$ cat config.mk
export PLATFORM = sky130hd
export DESIGN_NAME = transpose_buffer_array
export DESIGN_NICKNAME = d
export VERILOG_FILES = /design/src/rtl/transpose_buffer_array.sv
export SDC_FILE = /design/constraint.sdc
export NUM_CORES = 1
export LEC_CHECK = 0
export ABC_AREA = 0
export CORE_ASPECT_RATIO = 2
export CORE_UTILIZATION = 50
export CTS_CLUSTER_SIZE = 25
export DETAILED_ROUTE_END_ITERATION = 8
export GPL_ROUTABILITY_DRIVEN = 0
export PLACE_DENSITY = 0.72
export SLEW_MARGIN = 15
export SYNTH_ARGS = -nofsm -noshare
export SYNTH_HDL_FRONTEND = slang
export SYNTH_SLANG_ARGS = --single-unit
$ cat constraint.sdc
create_clock -name clock -period 6.6 [get_ports clock]
set_clock_uncertainty 0.05 [all_clocks]
set_input_delay 1.65 -clock clock [delete_from_list [all_inputs] [get_ports clock]]
set_output_delay 1.65 -clock clock [all_outputs]
set_load 0.1 [all_outputs]
$ cat src/rtl/transpose_buffer_array.sv
// ============================================================================
// Module  : transpose_buffer_array
// Purpose : Self-sequencing SIZE x SIZE transpose buffer; emits the transpose
//           of the previous block by flipping the cell shift direction at
//           every block boundary. Optional TRANSPOSE_BUFFER_BYPASS_EN adds a
//           'transpose' input that can hold the direction (delay-only block).
// Revision: 1.0 - initial release
// ============================================================================
`default_nettype none

module transpose_buffer_array #(
  parameter int DATA_WIDTH = 8,
  parameter int SIZE       = 4
) (
  input  logic                       clock,
  input  logic                       reset,
  input  logic                       in_valid,
  input  logic [SIZE*DATA_WIDTH-1:0] in_data,
  input  logic                       flush,
`ifdef TRANSPOSE_BUFFER_BYPASS_EN
  input  logic                       transpose,
`endif
  output logic                       ready,
  output logic                       out_valid,
  output logic                       out_first,
  output logic [SIZE*DATA_WIDTH-1:0] out_data
);

  localparam int             CNT_W = $clog2(SIZE);
  localparam logic [CNT_W-1:0] LAST_BEAT = CNT_W'(SIZE - 1);

  logic [DATA_WIDTH-1:0] cells     [SIZE][SIZE];
  logic [DATA_WIDTH-1:0] cells_nxt [SIZE][SIZE];
  logic [DATA_WIDTH-1:0] lane_in   [SIZE];
  logic [SIZE*DATA_WIDTH-1:0] out_nxt;
  logic             dir;
  logic [CNT_W-1:0] beat_cnt;
  logic             primed;
  logic             draining;
  logic             flush_ok;
  logic             shift;
  logic             wrap;
  logic             toggle;

  assign ready    = !draining;
  assign flush_ok = flush & primed & (beat_cnt == '0) & !draining;
  // an accepted flush suppresses the shift, so a simultaneous input beat is dropped
  assign shift    = !flush_ok & ((in_valid & ready) | draining);
  assign wrap     = shift & (beat_cnt == LAST_BEAT);

`ifdef TRANSPOSE_BUFFER_BYPASS_EN
  assign toggle = transpose;
`else
  assign toggle = 1'b1;
`endif

  always_comb begin
    for (int i = 0; i < SIZE; i++) begin
      lane_in[i] = draining ? '0 : in_data[i*DATA_WIDTH +: DATA_WIDTH];
    end
  end

  // dir=0 pops row 0 and pushes rows upward; dir=1 pops column 0 and pushes left
  always_comb begin
    cells_nxt = cells;
    out_nxt   = '0;
    for (int i = 0; i < SIZE; i++) begin
      out_nxt[i*DATA_WIDTH +: DATA_WIDTH] = dir ? cells[i][0] : cells[0][i];
    end
    if (!dir) begin
      for (int r = 0; r < SIZE - 1; r++) begin
        for (int k = 0; k < SIZE; k++) begin
          cells_nxt[r][k] = cells[r+1][k];
        end
      end
      for (int k = 0; k < SIZE; k++) begin
        cells_nxt[SIZE-1][k] = lane_in[k];
      end
    end else begin
      for (int i = 0; i < SIZE; i++) begin
        for (int k = 0; k < SIZE - 1; k++) begin
          cells_nxt[i][k] = cells[i][k+1];
        end
        cells_nxt[i][SIZE-1] = lane_in[i];
      end
    end
  end

  always_ff @(posedge clock or posedge reset) begin
    if (reset) begin
      for (int r = 0; r < SIZE; r++) begin
        for (int k = 0; k < SIZE; k++) begin
          cells[r][k] <= '0;
        end
      end
      dir       <= 1'b0;
      beat_cnt  <= '0;
      primed    <= 1'b0;
      draining  <= 1'b0;
      out_valid <= 1'b0;
      out_first <= 1'b0;
      out_data  <= '0;
    end else begin
      out_valid <= shift & primed;
      out_first <= shift & primed & (beat_cnt == '0);
      if (flush_ok) begin
        draining <= 1'b1;
      end
      if (shift) begin
        cells    <= cells_nxt;
        out_data <= out_nxt;
        if (wrap) begin
          beat_cnt <= '0;
          dir      <= dir ^ toggle;
          if (draining) begin
            draining <= 1'b0;
            primed   <= 1'b0;
          end else begin
            primed   <= 1'b1;
          end
        end else begin
          beat_cnt <= beat_cnt + CNT_W'(1);
        end
      end
    end
  end

endmodule

`default_nettype wire

# Yosys cells after proc, flatten, opt, wreduce, memory -nomap -nowiden
# Cells that the tools add are included.
# totals
reg_bits,167
input_bits,36
elab_cells,53
# op_classes
addsub,1
n_eq_ne,1
mux,14
bitwise,10
n_reduce_logical,4
# op_table
op,n
two-way mux 128 bit,1
two-way mux 8 bit,7
AND 1 bit,8
two-way mux 1 bit,5
"adder 2 x 1 -> 2 bit, second input constant",1
"== test 2 bit, second input constant",1
zero test 1 bit,2
zero test 2 bit,1
two-way mux 2 bit,1
AND reduction 2 bit,1
NOT 1 bit,1
OR 1 bit,1

# Depth between registers and ports, before layout
# Gate-level depths: netlist of run 1.
# depth
depth_word,8
depth_mapped,7
depth_no_buf,5

# Least setup slack after synthesis of run 1
# OpenSTA, ideal clock, no wires.
# synth_path
kind,register to output
startpoint,register draining
endpoint,output ready
t_arrival_ns,1.270
required_time_ns,4.900
setup_slack_ns,3.630
path_stages_with_launch,5
path_cell_list,dfrtp_1 buf_2 clkbuf_1 inv_2 buf_2
# synth_via
elab_chain_cells,1
# synth_lines
item,line_no,source
start: declaration,39,logic draining;
start signal: assignment,99,draining <= 1'b0;
start signal: assignment,107,draining <= 1'b1;
start signal: assignment,116,draining <= 1'b0;
zero test 1 bit,45,assign ready = !draining;
end: declaration,23,"output logic ready,"
# No other way between the ends.

# Worst setup path in the final report of run 1
# Same ends and word-level chain as after synthesis.

==> results of run 1 <==
logic make-up after synthesis:
logic type	after synthesis	share of synthesized area, %
AOI/OAI and AO/OA	44	2.72
xor gates and xnor gates	1	0.101
muxes	268	40.0
adders and majority gates	2	0.288
DFF	167	48.1
and+or+nand+nor	67	4.01
buffers and inverters	70	4.81
final timing paths:
check	end	slack, ns
max	ready	2.04
min	out_data[0]	0.46
max in group asynchronous	cells[96]	3.48
max reg2reg	cells[115]	3.83
min reg2reg	out_data[0]	0.46
min in group asynchronous	out_valid	1.77
metrics by stage:
stage               hold slack, ns  util, %
detailed placement           0.445     55.8
CTS                          0.466     59.3
floorplan                    0.432        -
global route                 0.474     59.4
finish                       0.463     59.4
global placement             0.445     55.8
cell usage after synthesis, types with 2 or more instances:
master,instances
a21oi_1,10
a31oi_1,8
buf_1,2
buf_2,19
buf_6,17
clkbuf_1,3
dfrtp_1,167
ha_1,2
inv_1,27
mux2_2,93
mux2_4,134
mux2i_1,41
nand2_1,31
nand2b_1,16
nor2b_1,8
nor3b_1,8
o21ai_0,24
sequential cells by signal, summed over array words and instances (netlist names):
| name | flops |
|---|---|
| beat_cnt | 2 |
| cells | 128 |
| dir | 1 |
| draining | 1 |
| out_data | 32 |
| out_first | 1 |
| out_valid | 1 |
| primed | 1 |
routing by layer:
layer | vias up | share of wire (%)
met5 | - | 0
li1 | 2266 | -
met2 | 64 | 50
met3 | 21 | 2.2
met4 | 0 | 1.8
met1 | 2385 | 45
placed cells by master (no fill, tap or decap), drive strengths merged, types with 2 or more instances in the layout:
master / instances
mux2i: 41
a31oi: 8
mux2: 227
buf: 6
nand2: 31
dfrtp: 167
clkdlybuf4s50: 70
clkinvlp: 5
ha: 2
nand2b: 16
nor2b: 8
nor3b: 8
clkinv: 5
o21ai: 24
inv: 29
a21oi: 10
clkbuf: 20
area by class of cell:
type                    instances  share of cell area (%)
clock buffers                  20                    4.66
inverters                      28                    1.10
well taps                     207                    2.59
clock inverters                12                    1.20
flip-flops and latches        167                    41.8
multi-input cells             382                    40.9
repair buffers                 76                    7.77
==> flow_summary_export.csv, run 1 <==
group,metric,value,unit
drt,via_per_inst,5.31,
drt,drt_iter0_drc,200,
synthesis,yosys_warnings,0,
setup_path,cp_num_cells,2,
floorplan,ioPinCount,71,
floorplan,core_area,16800,µm²
sta,finalSetupTns,0,ns
clocking,postCtsHoldBufs,0,
global_routing,grt_pass1_wl,25.6,mm
sta,rsz0062_at_grt,"false",
worst_hold_path,hold_depth,1,
drt,route.detailed.drc,0,
drt,wl,15.0,mm
clocking,clock-sinks,167,
run,maxCapViolations,0,
sta,fin_crit,4.56,ns
global_routing,grt_util_met1,24.9,%
setup_path,worstRegToRegCells,3,
synthesis,yosys.area.top_type_share,48.1,%
setup_path,start_kind,"flop",
floorplan,die_x,95.2,µm
worst_hold_path,holdCritStartpoint,"out_data[0]",
place,dpl-instance-area,9400,µm²
clocking,post-cts-setup-buffers,0,
worst_hold_path,hold_class,"flop to flop",
layout,stdcell_count,892,
floorplan,die_h,188,µm
drt,vias,4736,
synthesis,synth_edf_count,0,
layout,final_nets,710,
layout,fillerInstances,1318,
clocking,post_cts_resized,0,
floorplan,rows,67,
layout,multi_input_area,4100,µm²
setup_path,path_delay_family,"buffers and inverters",
global_routing,grt_pass1_vias,5075,
clocking,clkLatencyLatePin,0.42,ns
layout,drive_gt1_share,39.3,%
sta,clock.fmax,0.219,GHz
place,hpwl,9.47,mm
setup_path,worstPathRequired,4.90,ns
clocking,clockBufferDepth,2,
status,status,"finished clean",
setup_path,critPathSlowestCell,"clkdlybuf4s50_1",
layout,regArea,4180,µm²
clocking,numCtsBuffers,17,
global_routing,antenna_found_initial,0,
synthesis,synthTopCellsByArea,"dfrtp_1 (48%), mux2_4 (23%), mux2_2 (12%)",
drt,ant_nets,0,
drt,drt-wirelength-per-cell,16.8,µm
clocking,h-tree-depth,4,
setup_path,max_stage_delay,1.22,ns
setup_path,endpoint_kind,"output port",
setup_path,r2r-start,"draining",
synthesis,yosysUniqueCellTypes,26,
sta,slew_viol_final,0,
layout,syn2layout_area_growth,15.3,%
synthesis,yosysSeqAreaShare,48.1,%
global_routing,gr-total-overflow,0,
setup_path,crit_fanout,28,
setup_path,worstSetupPathType,"flop to output port",
global_routing,grt_max_degree,120,
synthesis,async_flop_share,100,%
global_routing,grt_usage,18.2,%
drt,drt_first_pass_iters,4,
synthesis,synth_nets,657,
sta,setup_viol,0,
synthesis,ys_ff_latch,167,
sta,post-route-period-util,69.1,%
setup_path,path_buf_inv,2,
setup_path,crit_chain,"inv_2 > clkdlybuf4s50_1",
layout,fin_area,10000,µm²
sta,layout_setup_ws,2.04,ns
layout,antenna_cells,0,
place,port_buffers,70,
synthesis,yosysTopAreaCell,"dfrtp_1",
clocking,cts_tree,"done",
floorplan,dieArea,17900,µm²
floorplan,initial_utilization,51.5,%
sta,worst_slew_pin_slew,1.04,ns
global_routing,met2_usage,28.5,%
setup_path,crit_start,"draining",
place,place_inst,859,
sta,hold_viol,0,
clocking,clockRootBuffer,"clkbuf_16",
global_routing,grt_busiest_layer,"met2",
synthesis,syn_avg_cell_area,14.0,µm²
sta,maxSlewHeadroom,30.2,%
synthesis,synth.cell_area,8680,µm²
global_routing,grtUsageMet3,3.11,%
clocking,clkTransAtPathRegs,0.06,ns
synthesis,synth_ff_type,"dfrtp_1",
synthesis,syn_inst,619,
setup_path,worstPathArrival,2.86,ns
place,dp_slack,2.42,ns
Power of run 1 is not shown: default switching activity piles up to over one toggle a cycle in this logic, so the estimate is an artifact.
==> inputs of run 2 (changes only) <==
clock period = 4.54 ns   (was 6.6 ns; I/O delays follow)
==> flow_summary_export.csv, run 2 (synthesized netlist as in run 1, its figures left out) <==
group,metric,value,unit
layout,top_regs,"cells x128, out_data x32, beat_cnt x2",
clocking,clockRootBuffer,"clkbuf_16",
layout,drive_gt1_share,39.6,%
layout,antenna_cells,0,
drt,via_per_inst,5.32,
clocking,h-tree-depth,4,
setup_path,path_buf_inv,1,
drt,ant_nets,0,
layout,final_cell_mix,"dfrtp_1 (166), mux2_4 (134), mux2_2 (93)",
sta,clock.fmax,0.317,GHz
worst_hold_path,hold_class,"flop to flop",
worst_hold_path,hold_depth,1,
place,place_inst,868,
drt,wl,15.2,mm
clocking,post_cts_resized,0,
setup_path,crit_fanout,2,
sta,slew_viol_final,0,
setup_path,max_stage_delay,1.16,ns
place,hpwl,9.82,mm
floorplan,initial_utilization,51.5,%
floorplan,ioPinCount,71,
layout,final_core_util,60.2,%
drt,route.detailed.drc,0,
setup_path,start_kind,"flop",
clocking,clkLatencyLatePin,0.42,ns
floorplan,dieArea,17900,µm²
setup_path,worstPathRequired,3.36,ns
global_routing,grt_max_degree,97,
setup_path,reg2reg_slack,2.10,ns
global_routing,grt_usage,18.5,%
drt,vias,4781,
floorplan,die_x,95.2,µm
layout,syn2layout_area_growth,16.8,%
clocking,clkTransAtPathRegs,0.06,ns
floorplan,rows,67,
sta,hold_viol,0,
setup_path,cp_num_cells,1,
drt,drt_first_pass_iters,4,
sta,setup_viol,0,
setup_path,crit_chain,"clkdlybuf4s50_1",
clocking,numCtsBuffers,17,
sta,finalSetupTns,0,ns
run,maxCapViolations,0,
floorplan,core_area,16800,µm²
setup_path,endpoint_kind,"output port",
global_routing,gr-total-overflow,0,
layout,final_nets,719,
clocking,post-cts-setup-buffers,0,
sta,fin_crit,3.16,ns
clocking,cts_tree,"done",
clocking,clockBufferDepth,2,
setup_path,worstSetupPathType,"flop to output port",
status,status,"finished clean",
floorplan,die_h,188,µm
sta,maxSlewHeadroom,25.2,%
sta,rsz0062_at_grt,"false",
layout,layout_commonest_cell,"dfrtp_1",
layout,largest-register,"cells",
drt,drt-wirelength-per-cell,16.9,µm
setup_path,worstPathArrival,1.97,ns
clocking,postCtsHoldBufs,0,
global_routing,antenna_found_initial,0,
setup_path,worstRegToRegCells,3,
clocking,clock-sinks,167,
setup_path,path_delay_family,"buffers and inverters",
sta,worst_slew_pin_slew,1.12,ns
place,port_buffers,70,
layout,largest_reg_flops,128,
setup_path,critPathSlowestCell,"clkdlybuf4s50_1",
global_routing,grt_pass1_vias,5066,
layout,stdcell_count,899,
drt,drt_iter0_drc,149,
sta,post-route-period-util,69.6,%
global_routing,grt_pass1_wl,25.8,mm
==> run 2: cell count changes in the layout (fill, tap and decap cells not counted), sizes merged, moves of 2 or more <==
cell / before / now
inv: 29 / 27
bufinv: 1 / 4
clkinvlp: 5 / 2
buf: 6 / 16
==> run 2: path summary, 6_finish.rpt <==
kind	from	to
worst max-delay path	out_data[26]	out_data[26]
worst min-delay path	out_data[17]	out_data[17]
worst max register to register	dir	out_data[27]
worst min register to register	out_data[17]	out_data[17]
max in group asynchronous	reset	cells[76]
min in group asynchronous	reset	cells[111]
==> run 2: per-stage QoR <==
| stage | setup WS, ns | cell area [µm²] | hold WS (ns) |
|---|---|---|---|
| global route | 1.35 | 10100 | 0.476 |
| detailed placement | 1.30 | 9520 | 0.447 |
| global placement | 1.37 | 9520 | 0.443 |
| finish | 1.38 | 10100 | 0.461 |
| CTS | 1.34 | 10100 | 0.466 |
| floorplan | 1.23 | 8690 | 0.432 |
==> run 2: metal layers <==
layer | wire, µm | up-vias | track usage, %
met4 | 231 | 0 | 6.18
li1 | - | 2283 | -
met2 | 7690 | 65 | 29.6
met3 | 335 | 14 | 3.47
met1 | 6900 | 2419 | 24.8
met5 | 0 | - | 0
==> run 2: final cells by class <==
type | instances | area [µm²]
multi-input combinational | 382 | 4100
timing repair buffer | 85 | 898
sequential | 167 | 4180
fill | 1281 | 6700
inverter | 28 | 109
tap | 207 | 259
clock buffer | 21 | 450
clock inverter | 9 | 151
Power of run 2 is left out for the same reason.
==> inputs of run 3 (changes only) <==
clock period = 3.1 ns   (was 4.54 ns; I/O delays follow)
==> flow_summary_export.csv, run 3 (synthesized netlist as in run 1, its figures left out) <==
group,metric,value,unit
status,status,"finished clean",
drt,route.detailed.drc,0,
drt,ant_nets,0,
worst_hold_path,hold_class,"flop to flop",
setup_path,path_buf_inv,1,
layout,largest_reg_flops,128,
global_routing,gr-total-overflow,0,
layout,largest-register,"cells",
place,place_inst,869,
clocking,clkTransAtPathRegs,0.06,ns
setup_path,max_stage_delay,0.96,ns
sta,fin_crit,2.20,ns
sta,worst_slew_pin_slew,0.842,ns
place,hpwl,9.95,mm
floorplan,initial_utilization,51.5,%
clocking,post-cts-setup-buffers,0,
layout,top_regs,"cells x128, out_data x32, beat_cnt x2",
drt,via_per_inst,5.27,
layout,antenna_cells,0,
setup_path,start_kind,"flop",
setup_path,worstSetupPathType,"flop to flop",
layout,drive_gt1_share,44.7,%
setup_path,cp_num_cells,3,
sta,finalSetupTns,0,ns
clocking,clkLatencyLatePin,0.43,ns
layout,layout_commonest_cell,"dfrtp_1",
global_routing,grt_pass1_wl,25.8,mm
global_routing,grt_pass1_vias,5101,
floorplan,rows,67,
floorplan,die_h,188,µm
clocking,post_cts_resized,0,
global_routing,antenna_found_initial,0,
drt,vias,4751,
setup_path,crit_chain,"buf_4 > mux2_2 > mux2_4",
sta,slew_viol_final,0,
drt,drt_iter0_drc,211,
global_routing,grt_max_degree,81,
layout,syn2layout_area_growth,16.1,%
place,port_buffers,70,
clocking,clockBufferDepth,2,
sta,clock.fmax,0.454,GHz
clocking,clock-sinks,167,
clocking,clockRootBuffer,"clkbuf_16",
clocking,numCtsBuffers,17,
layout,fillerInstances,1315,
layout,regArea,4180,µm²
drt,drt_first_pass_iters,4,
sta,rsz0062_at_grt,"false",
setup_path,endpoint_kind,"flop",
layout,final_cell_mix,"dfrtp_1 (166), mux2_4 (134), mux2_2 (93)",
setup_path,crit_fanout,71,
setup_path,worstPathArrival,2.46,ns
floorplan,dieArea,17900,µm²
sta,post-route-period-util,71.1,%
layout,multi_input_area,4100,µm²
setup_path,critPathSlowestCell,"dfrtp_4",
clocking,postCtsHoldBufs,0,
setup_path,worstRegToRegCells,3,
worst_hold_path,hold_depth,1,
run,maxCapViolations,0,
clocking,h-tree-depth,4,
sta,maxSlewHeadroom,43.9,%
drt,wl,15.2,mm
setup_path,path_delay_family,"flip-flops",
layout,final_nets,719,
layout,stdcell_count,901,
floorplan,core_area,16800,µm²
sta,setup_viol,0,
drt,drt-wirelength-per-cell,16.8,µm
floorplan,die_x,95.2,µm
clocking,cts_tree,"done",
global_routing,grt_usage,18.5,%
floorplan,ioPinCount,71,
sta,hold_viol,0,
setup_path,worstPathRequired,3.36,ns
## run 3: cell types whose count changed in the layout (fill, tap and decap cells not counted), sizes merged
| cell | before | now |
|---|---|---|
| bufinv | 4 | 5 |
| clkinv | 4 | 5 |
| clkinvlp | 2 | 3 |
| buf | 16 | 50 |
| clkdlybuf4s50 | 69 | 35 |
| clkbuf | 21 | 20 |
## run 3: final timing paths
kind,startpoint,endpoint,slack [ns]
max,dir,cells[87],0.90
min,out_data[5],out_data[5],0.47
max reg2reg,dir,cells[87],0.90
min reg2reg,out_data[5],out_data[5],0.47
max in group asynchronous,reset,cells[121],1.49
min in group asynchronous,reset,out_data[3],0.72
## run 3: final cells by class
class                      count  share of cell area, %
clock inverter                12                   2.00
inverter                      28                   1.08
clock buffer                  20                   4.33
sequential                   167                   41.5
timing repair buffer          85                   7.94
multi-input combinational    382                   40.6
tap                          207                   2.57
## run 3: per-stage QoR
step | worst slack [ns] | hold slack (ns) | instance area, µm² | utilization [%]
2_1_floorplan | 0.148 | 0.432 | 8690 | -
3_3_place_gp | 0.601 | 0.447 | 9450 | 56.1
3_5_place_dp | 0.560 | 0.450 | 9450 | 56.1
4_1_cts | 0.873 | 0.469 | 10100 | 59.9
5_1_grt | 0.799 | 0.484 | 10100 | 59.9
6_report | 0.897 | 0.466 | 10100 | 59.9
## run 3: routing by layer
layer / wire length, µm / vias to the layer above / global-route usage, %
li1: - / 2288 / -
met1: 6840 / 2391 / 24.4
met2: 7670 / 57 / 29.7
met3: 368 / 15 / 3.27
met4: 279 / 0 / 7.23
met5: 0 / - / 0
Power of run 3 is left out for the same reason.
